### config.mk
export PLATFORM = sky130hd
export DESIGN_NAME = neuron_array_tdm_flat
export DESIGN_NICKNAME = d
export VERILOG_FILES = /design/src/rtl/neuron_array_tdm_if.sv /design/src/rtl/neuron_array_tdm.sv /design/src/flat_wrapper.sv
export SDC_FILE = /design/constraint.sdc
export NUM_CORES = 1
export LEC_CHECK = 0
export CORE_ASPECT_RATIO = 1.2
export CORE_UTILIZATION = 50
export CTS_CLUSTER_SIZE = 14
export DETAILED_ROUTE_END_ITERATION = 8
export PLACE_DENSITY_LB_ADDON = 0.1
export SYNTH_ARGS = -nofsm -noshare
export SYNTH_HDL_FRONTEND = slang
export SYNTH_SLANG_ARGS = --single-unit
### constraint.sdc
create_clock -name clk -period 6.1 [get_ports clk]
set_input_delay 1.83 -clock clk [delete_from_list [all_inputs] [get_ports clk]]
set_output_delay 1.83 -clock clk [all_outputs]
set_load 0.03 [all_outputs]
### src/rtl/neuron_array_tdm_if.sv
// Handshake bundle for neuron_array_tdm.
//   in_valid/in_ready/in_idx/in_mac_sum : update requests toward the neuron array
//   out_valid/out_idx/out_spike/out_vmem : one-cycle result beat per update
// master drives requests and observes results; slave is the neuron array.
interface neuron_array_tdm_if #(
    parameter int unsigned DATA_WIDTH = 8,
    parameter int unsigned IDX_W      = 2
);
    logic                  in_valid;
    logic                  in_ready;
    logic [IDX_W-1:0]      in_idx;
    logic [DATA_WIDTH-1:0] in_mac_sum;
    logic                  out_valid;
    logic [IDX_W-1:0]      out_idx;
    logic                  out_spike;
    logic [DATA_WIDTH-1:0] out_vmem;

    modport master (
        output in_valid, in_idx, in_mac_sum,
        input  in_ready, out_valid, out_idx, out_spike, out_vmem
    );

    modport slave (
        input  in_valid, in_idx, in_mac_sum,
        output in_ready, out_valid, out_idx, out_spike, out_vmem
    );
endinterface

### src/rtl/neuron_array_tdm.sv
// Time-multiplexed array of leaky integrate-and-fire neurons sharing one update
// datapath. Each accepted {idx, mac_sum} updates one neuron; a tick pulse runs a
// leak-only sweep over all neurons (input blocked meanwhile). Every update yields a
// registered result beat one cycle later.
// Ports:
//   clk, rst_n (async, active-low)
//   tick        : one-cycle sweep request; ticks during a sweep queue one more sweep
//   bus (slave) : input handshake and result beat, see neuron_array_tdm_if
//   spike_count : saturating 16-bit spike counter, present only when
//                 NEURON_ARRAY_STATS_EN is defined
module neuron_array_tdm #(
    parameter int unsigned DATA_WIDTH  = 8,
    parameter int unsigned N_NEURONS   = 4,
    parameter int unsigned IDX_W       = $clog2(N_NEURONS),
    parameter int unsigned THRESH      = 15,
    parameter int unsigned THRESH_HIGH = 40,
    parameter int unsigned REF_EXIT    = 70,
    parameter int unsigned MAX_VAL     = 100,
    parameter int unsigned LEAK_IDLE   = 2,
    parameter int unsigned LEAK_REF    = 20
) (
    input  logic        clk,
    input  logic        rst_n,
    input  logic        tick,
`ifdef NEURON_ARRAY_STATS_EN
    output logic [15:0] spike_count,
`endif
    neuron_array_tdm_if.slave bus
);
    localparam int unsigned DW1    = DATA_WIDTH + 1;
    localparam int unsigned IDX_W1 = IDX_W + 1;

    typedef enum logic [1:0] {NIdle = 2'd0, NAbsRef = 2'd1, NRelRef = 2'd2} nstate_e;
    typedef enum logic {CReady = 1'b0, CSweep = 1'b1} cstate_e;

    nstate_e               st_q   [N_NEURONS];
    logic [DATA_WIDTH-1:0] vmem_q [N_NEURONS];

    cstate_e          ctrl_q, ctrl_d;
    logic [IDX_W-1:0] k_q, k_d;
    logic             pend_q, pend_d;

    logic                  sweep, accept, in_range, upd_en;
    logic [IDX_W-1:0]      upd_idx, rd_idx;
    logic [DATA_WIDTH-1:0] v, s, new_v;
    logic [DW1-1:0]        leak, sum, c;
    nstate_e               cur, new_st;
    logic                  spike;

    logic                  out_valid_q, out_spike_q;
    logic [IDX_W-1:0]      out_idx_q;
    logic [DATA_WIDTH-1:0] out_vmem_q;

    assign sweep        = (ctrl_q == CSweep);
    assign bus.in_ready = (ctrl_q == CReady);
    assign accept       = bus.in_valid && bus.in_ready;
    assign in_range     = {1'b0, bus.in_idx} < IDX_W1'(N_NEURONS);

    // Shared update datapath
    always_comb begin
        upd_en  = sweep || (accept && in_range);
        upd_idx = sweep ? k_q : bus.in_idx;
        // Keep the array read in range when nothing is being updated
        rd_idx  = upd_en ? upd_idx : '0;
        v       = vmem_q[rd_idx];
        cur     = st_q[rd_idx];
        s       = sweep ? '0 : bus.in_mac_sum;
        leak    = (cur == NIdle) ? DW1'(LEAK_IDLE) : DW1'(LEAK_REF);
        sum     = {1'b0, v} + {1'b0, s};
        c       = (sum <= leak) ? '0 : sum - leak;
        if (c >= DW1'(MAX_VAL)) begin
            c = DW1'(MAX_VAL);
        end
        new_st = cur;
        new_v  = c[DATA_WIDTH-1:0];
        spike  = 1'b0;
        case (cur)
            NIdle: begin
                if (c >= DW1'(THRESH)) begin
                    spike  = 1'b1;
                    new_v  = DATA_WIDTH'(MAX_VAL);
                    new_st = NAbsRef;
                end
            end
            NAbsRef: begin
                // Input is ignored; fixed decay toward the relative-refractory band
                new_v = (v > DATA_WIDTH'(LEAK_REF)) ? v - DATA_WIDTH'(LEAK_REF) : '0;
                if (new_v <= DATA_WIDTH'(REF_EXIT)) begin
                    new_st = NRelRef;
                end
            end
            NRelRef: begin
                // Sweep updates can never re-fire a refractory neuron
                if (!sweep && c >= DW1'(THRESH_HIGH)) begin
                    spike  = 1'b1;
                    new_v  = DATA_WIDTH'(MAX_VAL);
                    new_st = NAbsRef;
                end else if (c == '0) begin
                    new_st = NIdle;
                    new_v  = '0;
                end
            end
            default: begin
                new_st = NIdle;
                new_v  = '0;
            end
        endcase
    end

    // Sweep controller next state
    always_comb begin
        ctrl_d = ctrl_q;
        k_d    = k_q;
        pend_d = pend_q;
        case (ctrl_q)
            CReady: begin
                if (tick) begin
                    ctrl_d = CSweep;
                    k_d    = '0;
                end
            end
            CSweep: begin
                if (k_q == IDX_W'(N_NEURONS - 1)) begin
                    k_d = '0;
                    // A tick landing on the final step still queues a rerun
                    if (pend_q || tick) begin
                        pend_d = 1'b0;
                    end else begin
                        ctrl_d = CReady;
                    end
                end else begin
                    k_d = k_q + 1'b1;
                    if (tick) begin
                        pend_d = 1'b1;
                    end
                end
            end
            default: ctrl_d = CReady;
        endcase
    end

    always_ff @(posedge clk or negedge rst_n) begin
        if (!rst_n) begin
            ctrl_q <= CReady;
            k_q    <= '0;
            pend_q <= 1'b0;
        end else begin
            ctrl_q <= ctrl_d;
            k_q    <= k_d;
            pend_q <= pend_d;
        end
    end

    always_ff @(posedge clk or negedge rst_n) begin
        if (!rst_n) begin
            for (int i = 0; i < int'(N_NEURONS); i++) begin
                st_q[i]   <= NIdle;
                vmem_q[i] <= '0;
            end
        end else if (upd_en) begin
            st_q[upd_idx]   <= new_st;
            vmem_q[upd_idx] <= new_v;
        end
    end

    always_ff @(posedge clk or negedge rst_n) begin
        if (!rst_n) begin
            out_valid_q <= 1'b0;
            out_spike_q <= 1'b0;
            out_idx_q   <= '0;
            out_vmem_q  <= '0;
        end else begin
            out_valid_q <= upd_en;
            out_spike_q <= upd_en && spike;
            if (upd_en) begin
                out_idx_q  <= upd_idx;
                out_vmem_q <= new_v;
            end
        end
    end

    assign bus.out_valid = out_valid_q;
    assign bus.out_spike = out_spike_q;
    assign bus.out_idx   = out_idx_q;
    assign bus.out_vmem  = out_vmem_q;

`ifdef NEURON_ARRAY_STATS_EN
    logic [15:0] spike_count_q;

    always_ff @(posedge clk or negedge rst_n) begin
        if (!rst_n) begin
            spike_count_q <= '0;
        end else if (out_valid_q && out_spike_q && spike_count_q != 16'hFFFF) begin
            spike_count_q <= spike_count_q + 16'd1;
        end
    end

    assign spike_count = spike_count_q;
`endif
endmodule

### src/flat_wrapper.sv
// flat-port wrapper written by rule: the top's interface ports become plain ports
module neuron_array_tdm_flat 
#(
    parameter int unsigned DATA_WIDTH  = 8,
    parameter int unsigned N_NEURONS   = 4,
    parameter int unsigned IDX_W       = $clog2(N_NEURONS),
    parameter int unsigned THRESH      = 15,
    parameter int unsigned THRESH_HIGH = 40,
    parameter int unsigned REF_EXIT    = 70,
    parameter int unsigned MAX_VAL     = 100,
    parameter int unsigned LEAK_IDLE   = 2,
    parameter int unsigned LEAK_REF    = 20
)
  (clk, rst_n, tick, bus_in_valid, bus_in_idx, bus_in_mac_sum, bus_in_ready, bus_out_valid, bus_out_idx, bus_out_spike, bus_out_vmem);
  neuron_array_tdm_if #(.DATA_WIDTH(DATA_WIDTH), .IDX_W(IDX_W)) bus_i ();
  input  logic clk;
  input  logic rst_n;
  input  logic tick;
  input wire logic [$bits(bus_i.in_valid)-1:0] bus_in_valid;
  input wire logic [$bits(bus_i.in_idx)-1:0] bus_in_idx;
  input wire logic [$bits(bus_i.in_mac_sum)-1:0] bus_in_mac_sum;
  output wire logic [$bits(bus_i.in_ready)-1:0] bus_in_ready;
  output wire logic [$bits(bus_i.out_valid)-1:0] bus_out_valid;
  output wire logic [$bits(bus_i.out_idx)-1:0] bus_out_idx;
  output wire logic [$bits(bus_i.out_spike)-1:0] bus_out_spike;
  output wire logic [$bits(bus_i.out_vmem)-1:0] bus_out_vmem;
  assign bus_i.in_valid = bus_in_valid;
  assign bus_i.in_idx = bus_in_idx;
  assign bus_i.in_mac_sum = bus_in_mac_sum;
  assign bus_in_ready = bus_i.in_ready;
  assign bus_out_valid = bus_i.out_valid;
  assign bus_out_idx = bus_i.out_idx;
  assign bus_out_spike = bus_i.out_spike;
  assign bus_out_vmem = bus_i.out_vmem;
  neuron_array_tdm #(.DATA_WIDTH(DATA_WIDTH), .N_NEURONS(N_NEURONS), .IDX_W(IDX_W), .THRESH(THRESH), .THRESH_HIGH(THRESH_HIGH), .REF_EXIT(REF_EXIT), .MAX_VAL(MAX_VAL), .LEAK_IDLE(LEAK_IDLE), .LEAK_REF(LEAK_REF)) u_core (.clk(clk), .rst_n(rst_n), .tick(tick), .bus(bus_i));
endmodule
==> impl_metrics.json, run 1 <==
{
  "slowest_delay_ns": 0.41,
  "final.min_clock_period_ns": 6.06,
  "synth_top_area_share_pct": 34.9,
  "synth_area_sq_um": 4020,
  "synth_flop_cell": "dfrtp_1",
  "path_cells": "buf_2 -> and2_4 -> a32o_2 -> a22oi_1 -> o21a_1 -> inv_2 -> ha_4 -> inv_2 -> fa_2 -> and2b_2 -> o21a_1 -> nor2_1 -> xnor2_1 -> ha_2 -> buf_6 -> or3_4 -> a221oi_2 -> o21ai_1 -> a31o_1 -> o2bb2ai_4 -> a41oi_2 -> o41ai_4 -> o21ai_1",
  "cpMaxStageDelayCell": "o41ai_4",
  "via_per_inst": 6.00,
  "final_antenna_net_count": 0,
  "crit_type": "in2reg",
  "ys_seq_area_share_pct": 34.9,
  "syn_avg_cell_area_sq_um": 9.35,
  "grt_pass1_vias": 4060,
  "hpwlAfterDp_mm": 8.99,
  "synth_most_common_cell": "dfrtp_1",
  "place_ws_ns": -0.706,
  "cts-root-buf": "clkbuf_8",
  "async_reset_ff_share_pct": 100,
  "cts-hold-fix-buffers": 0,
  "final_util_pct": 72.4,
  "post-route-period-util_pct": 99.4,
  "clkTransAtPathRegs_ns": 0.10,
  "setup_violations": 0,
  "io_pins": 27,
  "grt_max_degree": 57,
  "drive_gt1_share_pct": 37.2,
  "grt_usage_pct": 30.1,
  "start_util_pct": 51.8,
  "die_area_sq_um": 8400,
  "cts_buffer_depth": 2,
  "synthCells": 430,
  "worst_pin_slew_ns": 1.00,
  "hold_path.class": "reg2reg",
  "nets": 607,
  "synth_area_leaders": "dfrtp_1, nand2_1, ha_1, mux2_2, nor2_1",
  "cts_tree": "yes",
  "drtIter0Drc": 220,
  "required_ns": 6.27,
  "netlist.top_cell.by_area": "dfrtp_1",
  "finClkSkew_ns": 0.0117,
  "setup_ws_ns": 0.0362,
  "diodes": 0,
  "htree_levels": 2,
  "core_area_sq_um": 7750,
  "synthDistinctLibCells": 88,
  "clock.fmax_mhz": 165,
  "ys_top_cells_by_count": "dfrtp_1, nand2_1, nor2_1, o21ai_0, o21ai_1",
  "drt_first_pass_iters": 4,
  "rows": 35,
  "ys_seq_elements": 56,
  "timing.final.hold_violations": 0,
  "status": "finished, final reports clean",
  "post_drt_wl_per_cell_um": 18.3,
  "yosysWarnings": 0,
  "crit_fanout": 6,
  "gr-total-overflow": 0,
  "grt_pass1_wl_mm": 19.8,
  "critPathLaunchType": "input port",
  "antenna_found_initial": 0,
  "gp_congestion": 0.947,
  "post-route-drc-count": 0,
  "cts_buffers": 5,
  "vias": 4019,
  "syn_to_final_growth_pct": 39.6,
  "die_h_um": 100,
  "portBuffers": 26,
  "wl_mm": 12.3,
  "maxCapViolCount": 0,
  "slew_viol_final": 0,
  "synth-edff-count": 0,
  "clk-insertion-delay-late_ns": 0.32,
  "arrival_ns": 6.23,
  "end_kind": "register",
  "dieWidth_um": 83.8,
  "slew_headroom_pct": 33.2,
  "rsz0062_at_grt": "true",
  "clock-sinks": 56,
  "synth_nets": 460
}
-- area by class of cell --
type	count	area [sq um]
tap	92	115
fill	575	2140
inverter	17	63.8
clock inverter	2	17.5
multi-input combinational	341	2690
sequential	56	1400
timing repair buffer	156	1250
clock buffer	6	72.6
-- state kept, by name, indices dropped and copies added, names as in the netlist --
name	count
u_core.bus.out_valid	1
u_core.vmem_q	32
u_core.bus.out_spike	1
u_core.ctrl_q	1
u_core.pend_q	1
u_core.k_q	2
u_core.st_q	8
u_core.bus.out_idx	2
u_core.bus.out_vmem	8
-- worst max-delay path, delay by kind of cell --
| kind | cells | cell delay [ns] |
|---|---|---|
| AND/OR/NAND/NOR | 4 | 0.85 |
| AO/OA/AOI/OAI | 11 | 2.35 |
| XOR/XNOR | 1 | 0.15 |
| adder cells (fa/ha/maj) | 3 | 0.69 |
| buffers and inverters | 4 | 0.36 |
-- routing by layer --
| layer | GRT usage (%) | up-vias | part of all wire (%) |
|---|---|---|---|
| met3 | 2.71 | 42 | 3.9 |
| met4 | 16.2 | 0 | 4.7 |
| met1 | 36.6 | 1953 | 41 |
| met5 | 0 | - | 0 |
| li1 | - | 1910 | - |
| met2 | 53.2 | 114 | 51 |
-- placed cells by master (no fill, tap or decap), drive strengths merged, types with 3 or more instances in the layout --
master         count
a221oi             3
a32oi              3
nand3              8
a22o               3
mux2i              5
a22oi              7
a211oi             3
a21boi             4
o21a               9
dfrtp             56
xnor2              5
a31oi             13
xor2               4
a21o               3
a21oi             17
nor3               3
mux2              14
nor2b             13
or3                8
clkbuf             6
o21ai             44
a311o              5
o2bb2ai            3
nor4               3
o31ai              3
inv               17
o22a               6
clkdlybuf4s50     22
and3               5
and2               4
o211ai             7
nand2             52
buf              134
nor2              32
ha                14
-- kinds of logic after synthesis --
kind of cell,synth area share (%)
xor+xnor,2.71
buf+inv,4.30
mux,5.17
flops,34.9
compound gates,30.7
fa+ha+maj,5.36
simple gates,16.9
-- metrics by stage --
step	std cells	setup TNS [ns]	instance area [sq um]	hold slack, ns
2_1_floorplan	430	-3.37	4090	0.449
3_3_place_gp	632	-23.61	5090	0.460
3_5_place_dp	632	-27.52	5090	0.463
4_1_cts	665	-0.300	5430	0.488
5_1_grt	670	-6.47	5610	0.502
6_report	670	0	5610	0.485
-- final timing paths --
kind,endpoint,cells after the start,from,slack [ns]
min,u_core.bus.out_idx[0],1,u_core.bus.out_idx[0],0.48
min reg2reg,u_core.bus.out_idx[0],1,u_core.bus.out_idx[0],0.48
max reg2reg,u_core.vmem_q[22],20,u_core.k_q[0],0.93
max,u_core.vmem_q[22],23,bus_in_idx[1],0.04
max in group asynchronous,u_core.bus.out_vmem[6],2,rst_n,3.99
min in group asynchronous,u_core.bus.out_vmem[3],2,rst_n,1.62
-- repair_timing --
| item | CTS | global route |
|---|---|---|
| resized for setup | 30 | 28 |
| cloned | 0 | 1 |
| setup buffers | 25 | 4 |
| endpoints found under the setup margin | 44 | 44 |
| pin swaps | 22 | 20 |
Power of run 1 is not shown: default switching activity piles up to over one toggle a cycle in this logic, so the estimate is an artifact.
==> inputs of run 2 (changes only) <==
--- a/config.mk
+++ b/config.mk
@@ -10,6 +10,7 @@
 export CTS_CLUSTER_SIZE = 14
 export DETAILED_ROUTE_END_ITERATION = 8
 export PLACE_DENSITY_LB_ADDON = 0.1
+export SKIP_LAST_GASP = 1
 export SYNTH_ARGS = -nofsm -noshare
 export SYNTH_HDL_FRONTEND = slang
 export SYNTH_SLANG_ARGS = --single-unit
==> impl_metrics.json, run 2 (synthesis gave the netlist of run 1 again) <==
{
  "status": "finished, final reports clean",
  "wl_met2_mm": 6.27,
  "clk-insertion-delay-late_ns": 0.32,
  "slowest_delay_ns": 0.36,
  "route.top_layer_used": "met4",
  "cts-root-buf": "clkbuf_8",
  "cts_buffer_depth": 2,
  "grt_usage_pct": 30.1,
  "cts_tree": "yes",
  "htree_levels": 2,
  "multi_input_area_sq_um": 2680,
  "largest_register": "u_core.vmem_q",
  "setup_tns_ns": 0,
  "drtIter0Drc": 199,
  "drive_gt1_share_pct": 36.9,
  "maxCapViolCount": 0,
  "gr-total-overflow": 0,
  "grt_pass1_vias": 4060,
  "dp_cells": 632,
  "setup_violations": 0,
  "crit_type": "in2reg",
  "hpwlAfterDp_mm": 8.99,
  "finClkSkew_ns": 0.0117,
  "cpMaxStageDelayCell": "or3_4",
  "worst_pin_slew_ns": 0.977,
  "die_h_um": 100,
  "route.layer.met1.wl_mm": 4.97,
  "clock-sinks": 56,
  "final_antenna_net_count": 0,
  "drt_first_pass_iters": 7,
  "antenna_found_initial": 0,
  "clock.fmax_mhz": 164,
  "rsz0062_at_grt": "true",
  "crit_fanout": 6,
  "io_pins": 27,
  "arrival_ns": 6.31,
  "post-route-period-util_pct": 99.7,
  "hold_path.class": "reg2reg",
  "core_area_sq_um": 7750,
  "dieWidth_um": 83.8,
  "rr_worst_depth": 21,
  "setup_ws_ns": 0.0175,
  "wl_mm": 12.3,
  "path_cells": "buf_2 -> and2_4 -> a32o_2 -> a22oi_1 -> o21a_1 -> inv_2 -> ha_4 -> inv_2 -> fa_2 -> and2b_2 -> o21a_1 -> nor2_1 -> xnor2_1 -> ha_2 -> buf_6 -> or3_4 -> a221oi_2 -> o21ai_1 -> a31o_1 -> o2bb2ai_4 -> buf_4 -> a41oi_2 -> a311o_1 -> o211ai_1",
  "post_drt_wl_per_cell_um": 18.3,
  "regArea_sq_um": 1400,
  "min_path_cells": 1,
  "grt_pass1_wl_mm": 19.8,
  "largest_reg_flops": 32,
  "vias": 4023,
  "slew_viol_final": 0,
  "via_per_inst": 6.00,
  "required_ns": 6.33,
  "wl_met3_um": 470,
  "place_ws_ns": -0.706,
  "clkTransAtPathRegs_ns": 0.10,
  "final_util_pct": 72.3,
  "most-common-layout-cells": "buf_4, dfrtp_1, nand2_1",
  "diodes": 0,
  "rows": 35,
  "die_area_sq_um": 8400,
  "cts-hold-fix-buffers": 0,
  "syn_to_final_growth_pct": 39.4,
  "start_util_pct": 51.8,
  "post-route-drc-count": 0,
  "end_kind": "register",
  "gp_congestion": 0.947,
  "portBuffers": 26,
  "fillers": 575,
  "nets": 607,
  "critPathLaunchType": "input port",
  "cts_buffers": 5,
  "slew_headroom_pct": 34.8,
  "timing.final.hold_violations": 0,
  "layout_commonest_cell": "buf_4",
  "grt_max_degree": 57,
  "final.min_clock_period_ns": 6.08,
  "instances_no_fill": 670
}
[run 2: final cells by class]
type	instances	share of cell area, %
Sequential cell	56	25.0
Inverter	17	1.14
Timing Repair Buffer	156	22.3
Multi-Input combinational cell	341	47.9
Tap cell	92	2.05
Clock buffer	6	1.30
Clock inverter	2	0.313
[run 2: path summary, 6_finish.rpt]
| kind | startpoint | end | slack, ns |
|---|---|---|---|
| worst min register to register | u_core.bus.out_idx[0] | u_core.bus.out_idx[0] | 0.48 |
| worst max-delay path | bus_in_idx[1] | u_core.st_q[3] | 0.02 |
| worst min-delay path | u_core.bus.out_idx[0] | u_core.bus.out_idx[0] | 0.48 |
| worst max register to register | u_core.ctrl_q | u_core.st_q[3] | 0.91 |
| min in group asynchronous | rst_n | u_core.bus.out_vmem[3] | 1.62 |
| max in group asynchronous | rst_n | u_core.st_q[1] | 3.99 |
[run 2: metrics by stage]
step / area, sq um / hold WS, ns
floorplan: 4090 / 0.449
global placement: 5090 / 0.460
detailed placement: 5090 / 0.463
CTS: 5430 / 0.488
global route: 5600 / 0.502
finish: 5600 / 0.484
[run 2: repair_timing]
action / in CTS / in global routing
cloned: 0 / 1
resized for setup: 30 / 26
endpoints found under the setup margin: 44 / 44
pin swaps: 22 / 19
setup buffers: 25 / 4
[run 2: critical path: cells and delay by family]
kind | cells | cell delay, ns
AO/OA/AOI/OAI | 11 | 2.27
XOR/XNOR | 1 | 0.15
adder cells (fa/ha/maj) | 3 | 0.69
buffers and inverters | 5 | 0.51
AND/OR/NAND/NOR | 4 | 0.85
[run 2: per-layer routing]
layer / track usage (%) / vias up
met2: 53.2 / 120
met4: 16.2 / 0
li1: - / 1909
met3: 2.71 / 44
met5: 0 / -
met1: 36.6 / 1950
Power of run 2 is left out for the same reason.
==> inputs of run 3 (changes only) <==
--- a/config.mk
+++ b/config.mk
@@ -11,6 +11,7 @@
 export DETAILED_ROUTE_END_ITERATION = 8
 export PLACE_DENSITY_LB_ADDON = 0.1
 export SKIP_LAST_GASP = 1
+export SLEW_MARGIN = 20
 export SYNTH_ARGS = -nofsm -noshare
 export SYNTH_HDL_FRONTEND = slang
 export SYNTH_SLANG_ARGS = --single-unit
==> results of run 3 <==
The final DEF is identical to that of run 2; final timing and power are the same.
Power of run 3 is left out for the same reason.
